[config.mk]
export PLATFORM = sky130hd
export DESIGN_NAME = cfu_fifo_mc
export DESIGN_NICKNAME = d
export VERILOG_FILES = /design/src/rtl/cfu_fifo_pkg.sv /design/src/rtl/cfu_fifo_channel.sv /design/src/rtl/cfu_fifo_mc.sv
export SDC_FILE = /design/constraint.sdc
export NUM_CORES = 1
export LEC_CHECK = 0
export ABC_AREA = 1
export CORE_AREA = 2 2 176 178
export CTS_BUF_LIST = sky130_fd_sc_hd__clkbuf_8
export DETAILED_ROUTE_END_ITERATION = 6
export DIE_AREA = 0 0 178 180
export PLACE_DENSITY = 0.78
export SYNTH_ARGS = -nofsm -noshare
export SYNTH_HDL_FRONTEND = slang
export SYNTH_SLANG_ARGS = --single-unit
[constraint.sdc]
create_clock -name clk -period 5.8 [get_ports clk]
set_clock_uncertainty 0.15 [all_clocks]
set_input_delay 1.16 -clock clk [delete_from_list [all_inputs] [get_ports clk]]
set_output_delay 1.16 -clock clk [all_outputs]
set_load 0.02 [all_outputs]
[src/rtl/cfu_fifo_pkg.sv]
`default_nettype none
// ============================================================================
//  Module   : cfu_fifo_pkg
//  Brief    : Shared width helpers for the multi-channel CFU FIFO.
//  Revision : 1.0 - initial release
// ============================================================================
package cfu_fifo_pkg;

    // Width of a channel index; a single-channel build still needs one bit.
    function automatic int ch_idx_width(input int channels);
        return (channels > 1) ? $clog2(channels) : 1;
    endfunction

    // Width of an occupancy counter; one extra bit so DEPTH itself fits.
    function automatic int count_width(input int depth);
        return $clog2(depth) + 1;
    endfunction

endpackage
`default_nettype wire

[src/rtl/cfu_fifo_channel.sv]
`default_nettype none
// ============================================================================
//  Module   : cfu_fifo_channel
//  Brief    : One first-word-fall-through queue: storage, pointers, counter,
//             full/valid and optional sticky error flags.
//             Optional feature macro: CFU_FIFO_ERROR_EN (overflow/underflow).
//  Revision : 1.0 - initial release
// ============================================================================
module cfu_fifo_channel
    import cfu_fifo_pkg::*;
#(
    parameter int DATA_WIDTH = 42,
    parameter int DEPTH      = 4
) (
    input  logic                          clk,
    input  logic                          rst_n,
    input  logic                          push,
    input  logic [DATA_WIDTH-1:0]         data_in,
    input  logic                          potential_push,
    input  logic                          pop,
    input  logic                          err_clear,
    output logic [DATA_WIDTH-1:0]         data_out,
    output logic                          valid,
    output logic                          full,
    output logic [count_width(DEPTH)-1:0] count,
    output logic                          overflow,
    output logic                          underflow
);

    localparam int c_aw     = $clog2(DEPTH);
    localparam int c_cnt_w  = count_width(DEPTH);

    logic [DATA_WIDTH-1:0] r_mem [DEPTH];
    logic [c_aw-1:0]       r_wr_ptr;
    logic [c_aw-1:0]       r_rd_ptr;
    logic [c_cnt_w-1:0]    r_count;

    logic w_is_full;
    logic w_is_empty;
    logic w_push_acc;
    logic w_pop_acc;

    // A pop on a full queue frees the slot this same edge, so the push may land.
    assign w_is_full  = (r_count == c_cnt_w'(DEPTH));
    assign w_is_empty = (r_count == '0);
    assign w_push_acc = push && (!w_is_full || pop);
    assign w_pop_acc  = pop && !w_is_empty;

    // Storage is deliberately left unreset; valid gates its meaning.
    always_ff @(posedge clk) begin
        if (w_push_acc) begin
            r_mem[r_wr_ptr] <= data_in;
        end
    end

    // Pointers and occupancy counter.
    always_ff @(posedge clk or negedge rst_n) begin
        if (!rst_n) begin
            r_wr_ptr <= '0;
            r_rd_ptr <= '0;
            r_count  <= '0;
        end else begin
            if (w_push_acc) begin
                r_wr_ptr <= r_wr_ptr + c_aw'(1);
            end
            if (w_pop_acc) begin
                r_rd_ptr <= r_rd_ptr + c_aw'(1);
            end
            case ({w_push_acc, w_pop_acc})
                2'b10:   r_count <= r_count + c_cnt_w'(1);
                2'b01:   r_count <= r_count - c_cnt_w'(1);
                default: r_count <= r_count;
            endcase
        end
    end

    assign data_out = r_mem[r_rd_ptr];
    assign valid    = !w_is_empty;
    assign count    = r_count;
    // Early full: one slot left and the producer has announced a push here.
    assign full     = w_is_full ||
                      ((r_count == c_cnt_w'(DEPTH - 1)) && potential_push);

`ifdef CFU_FIFO_ERROR_EN
    logic r_overflow;
    logic r_underflow;
    logic w_ovf_evt;
    logic w_unf_evt;

    assign w_ovf_evt = push && w_is_full && !pop;
    assign w_unf_evt = pop && w_is_empty;

    // Sticky error flags; a new event outranks a same-cycle clear.
    always_ff @(posedge clk or negedge rst_n) begin
        if (!rst_n) begin
            r_overflow  <= 1'b0;
            r_underflow <= 1'b0;
        end else begin
            if (w_ovf_evt) begin
                r_overflow <= 1'b1;
            end else if (err_clear) begin
                r_overflow <= 1'b0;
            end
            if (w_unf_evt) begin
                r_underflow <= 1'b1;
            end else if (err_clear) begin
                r_underflow <= 1'b0;
            end
        end
    end

    assign overflow  = r_overflow;
    assign underflow = r_underflow;
`else
    logic w_unused_err_clear;
    assign w_unused_err_clear = err_clear;
    assign overflow           = 1'b0;
    assign underflow          = 1'b0;
`endif

endmodule
`default_nettype wire

[src/rtl/cfu_fifo_mc.sv]
`default_nettype none
// ============================================================================
//  Module   : cfu_fifo_mc
//  Brief    : CHANNELS independent FWFT queues sharing one steered push port,
//             with a separate pop port per channel.
//             Optional feature macro: CFU_FIFO_ERROR_EN (overflow/underflow).
//  Revision : 1.0 - initial release
// ============================================================================
module cfu_fifo_mc
    import cfu_fifo_pkg::*;
#(
    parameter int DATA_WIDTH = 42,
    parameter int DEPTH      = 4,
    parameter int CHANNELS   = 2
) (
    input  logic                                   clk,
    input  logic                                   rst_n,
    input  logic                                   push,
    input  logic [ch_idx_width(CHANNELS)-1:0]      push_ch,
    input  logic [DATA_WIDTH-1:0]                  data_in,
    input  logic                                   potential_push,
    input  logic [CHANNELS-1:0]                    pop,
    output logic [CHANNELS*DATA_WIDTH-1:0]         data_out,
    output logic [CHANNELS-1:0]                    valid,
    output logic [CHANNELS-1:0]                    full,
    output logic [CHANNELS*count_width(DEPTH)-1:0] count,
    output logic [CHANNELS-1:0]                    overflow,
    output logic [CHANNELS-1:0]                    underflow,
    input  logic                                   err_clear
);

    localparam int c_ch_w  = ch_idx_width(CHANNELS);
    localparam int c_cnt_w = count_width(DEPTH);

    // An index at or beyond CHANNELS matches no channel, so such a push is
    // silently dropped without touching any queue or flag.
    for (genvar g = 0; g < CHANNELS; g++) begin : g_chan
        logic w_sel;
        assign w_sel = (push_ch == c_ch_w'(g));

        cfu_fifo_channel #(
            .DATA_WIDTH (DATA_WIDTH),
            .DEPTH      (DEPTH)
        ) u_chan (
            .clk            (clk),
            .rst_n          (rst_n),
            .push           (push && w_sel),
            .data_in        (data_in),
            .potential_push (potential_push && w_sel),
            .pop            (pop[g]),
            .err_clear      (err_clear),
            .data_out       (data_out[g*DATA_WIDTH +: DATA_WIDTH]),
            .valid          (valid[g]),
            .full           (full[g]),
            .count          (count[g*c_cnt_w +: c_cnt_w]),
            .overflow       (overflow[g]),
            .underflow      (underflow[g])
        );
    end

endmodule
`default_nettype wire
==> flow_metrics.tcl <==
set metrics [dict create \
    antenna_found_initial 1 \
    relSlewSlack_pct 31.95 \
    hold_viol_final 0 \
    fillers 2431 \
    cts_buffer_depth 3 \
    tightest_slew_ns 1.021 \
    rsz0062_at_grt "false" \
    seq_area_frac_synth_pct 75.89 \
    p_sw_share_pct 36.83 \
    p_switching_uw 3088 \
    antenna_left 0 \
    cts_setup_buffers 0 \
    syn_area_um2 13760 \
    synth_cell_types 19 \
    synth_top_family_by_area "compound AO/OA/AOI/OAI gates" \
    p_clk_share_pct 22.6 \
    syn_inst 1040 \
    drc 0 \
    fp.dieW_um 178 \
    num-nets-final 1250 \
    crit_family "buffers and inverters" \
    cts_resized 0 \
    synthMuxAreaShare_pct 0 \
    cts_made_buffers 53 \
    holdWs_ns 0.3734 \
    cp_slowest_cell "clkinv_2" \
    grt_max_degree 87 \
    vdd_drop_max_mv 0.3697 \
    p_leak_uw 0.005630 \
    syn_to_final_growth_pct 19.01 \
    via_per_inst 5.179 \
    period_needed_ns 4.638 \
    worstRegToRegCells 5 \
    cp_data_arrival_time_ns 3.33 \
    p_int_uw 5296 \
    syn_area_per_cell_um2 13.23 \
    core_um2 30190 \
    hold_class "flop to flop" \
    reg2reg_to "g_chan[1].u_chan.r_mem[2][10]" \
    insertion_delay_ns 0.57 \
    path_cells "clkinv_2 > buf_4 > nor2_1 > o21ai_0 > o21ai_1 > clkdlybuf4s50_1" \
    vias 8406 \
    die_h_um 180 \
    gp_congestion 0.7341 \
    initial_core_util_pct 45.57 \
    cts.clk_slew.worst_paths_ns 0.06 \
    end_kind "output port" \
    dp_hpwl_um 16100 \
    cts_tree "yes" \
    power_frac_seq_pct 37.5 \
    synth-xor-area-share_pct 0.1273 \
    gr-total-overflow 0 \
    final_common_cell "edfxtp_1" \
    io_pins 148 \
    htreeDepth 2 \
    fin_tns_setup_ns 0 \
    finalWirelength_um 29000 \
    routedWlPerCell_um 17.87 \
    setup_violations 0 \
    drv_cap 0 \
    first_global_vias 8140 \
    port_buffers 142 \
    cts_root_buf "clkbuf_8" \
    rrSetupSlack_ns 3.09 \
    hold_start "g_chan[0].u_chan.count[0]" \
    die-area_um2 32040 \
    post_synth_fa_ha_maj_area_fraction_pct 1.201 \
    grt_usage_pct 18.04 \
    grt_pass1_wl_um 44390 \
    max_freq_mhz 215.6 \
    worstSetupPathType "flop to output port" \
    ys_seq_elements 350 \
    cp_max_fo 60 \
    slew_viol_final 0 \
    drive_gt1_share_pct 7.993 \
    start_kind "flop" \
    min_path_cells 1 \
    timing.rr.start "g_chan[1].u_chan.count[0]" \
    cts.sinks 350 \
    drt_pass1_iterations 5 \
    drt_iter0_markers 588 \
    synth-simple-area-share_pct 8.931 \
    worst_ep_required_time_ns 4.49 \
    layout_common_cells "edfxtp_1 (336), nor2_1 (256), o21ai_1 (185), clkdlybuf4s50_1 (142), o21ai_0 (71)" \
    pwr-share-comb_pct 39.9 \
    slowest_delay_ns 0.73 \
    yosys_warnings 0 \
    period_share_pct 79.96 \
    hold_end "g_chan[0].u_chan.count[0]" \
    post_cts_hold_buffer_count 0 \
    outcome "finished clean" \
    path_buf_inv 3 \
    synth_compound_area_share_pct 9.313 \
    power_density_nw_per_um2 512.1 \
    core.rowCount 64 \
]
[worst max-delay path by stage]
stage	start	end	slack, ns	cells after the start
after floorplan	push	g_chan[0].u_chan.r_mem[0][0]	1.94	4
after global placement	pop[1]	g_chan[1].u_chan.r_mem[2][11]	1.79	6
after detailed placement	g_chan[0].u_chan.r_rd_ptr[1]	data_out[15]	1.77	6
after CTS	g_chan[0].u_chan.r_rd_ptr[1]	data_out[15]	1.12	6
after global routing	g_chan[0].u_chan.r_rd_ptr[1]	data_out[15]	0.93	6
final	g_chan[0].u_chan.r_rd_ptr[1]	data_out[15]	1.16	6
[cell usage after synthesis]
master,instances,area (um^2)
nand2_1,41,153.9
o21ai_0,71,355.3
conb_1,1,3.750
inv_4,2,12.51
buf_4,18,135.1
xnor2_1,2,17.52
nor2_1,264,991.0
o21ai_1,185,925.9
edfxtp_1,336,10090
inv_1,30,112.6
nand4_1,3,18.77
inv_2,2,7.510
dfrtp_1,14,350.3
fa_1,2,40.04
ha_1,10,125.1
buf_6,22,247.7
buf_2,12,60.06
nand3_1,13,65.06
clkbuf_1,12,45.04
[registers in the layout, indices dropped and copies added, names as in the netlist]
register / flops
g_chan.u_chan.count: 6
g_chan.u_chan.r_rd_ptr: 4
g_chan.u_chan.r_wr_ptr: 4
g_chan.u_chan.r_mem: 336
[power groups by stage]
| stage | Sequential (uW) | Combinational (uW) | Clock, uW |
|---|---|---|---|
| floorplan | 3200 | 2090 | 0 |
| detailed placement | 3190 | 3370 | 0 |
| finish | 3140 | 3350 | 1900 |
| CTS | 3140 | 3390 | 1930 |
| global route | 3160 | 3640 | 2040 |
| global placement | 3180 | 3310 | 0 |
[area by class of cell]
type                       count  area [um^2]  area share, %
timing repair buffer         154         1511          9.232
tap                          396        495.5          3.026
multi-input combinational    595         2768          16.90
inverter                      34        135.1         0.8254
sequential                   350        10450          63.81
clock buffer                  61        839.6          5.128
clock inverter                32        172.7          1.055
antenna                        1        2.502        0.01528
[metal layers]
| metal | up-vias | part of all wire, % | track usage, % |
|---|---|---|---|
| li1 | 3989 | - | - |
| met1 | 4124 | 42 | 23.47 |
| met2 | 238 | 49 | 30.14 |
| met3 | 55 | 6.1 | 3.701 |
| met4 | 0 | 2.6 | 6.164 |
| met5 | - | 0 | 0 |
[stage by stage]
step	std cells	utilization (%)	power, uW	worst slack (ns)	instance area [um^2]
finish	1623	54.23	8384	1.162	16370
global route	1622	54.22	8844	0.9314	16370
CTS	1622	54.22	8465	1.115	16370
detailed placement	1529	50.87	6563	1.767	15360
global placement	1529	50.87	6499	1.793	15360
floorplan	1043	-	5297	1.937	13770
[cell families (layout without fill, tap and decap cells)]
| logic type | after synthesis | count (layout) |
|---|---|---|
| xor gates and xnor gates | 2 | 2 |
| DFF | 350 | 350 |
| and+or+nand+nor | 321 | 321 |
| AOI/OAI and AO/OA | 256 | 256 |
| buffers and inverters | 98 | 281 |
| adders and majority gates | 12 | 12 |
| other | 1 | 5 |
Note: power is estimated with default switching activity, not from simulation.
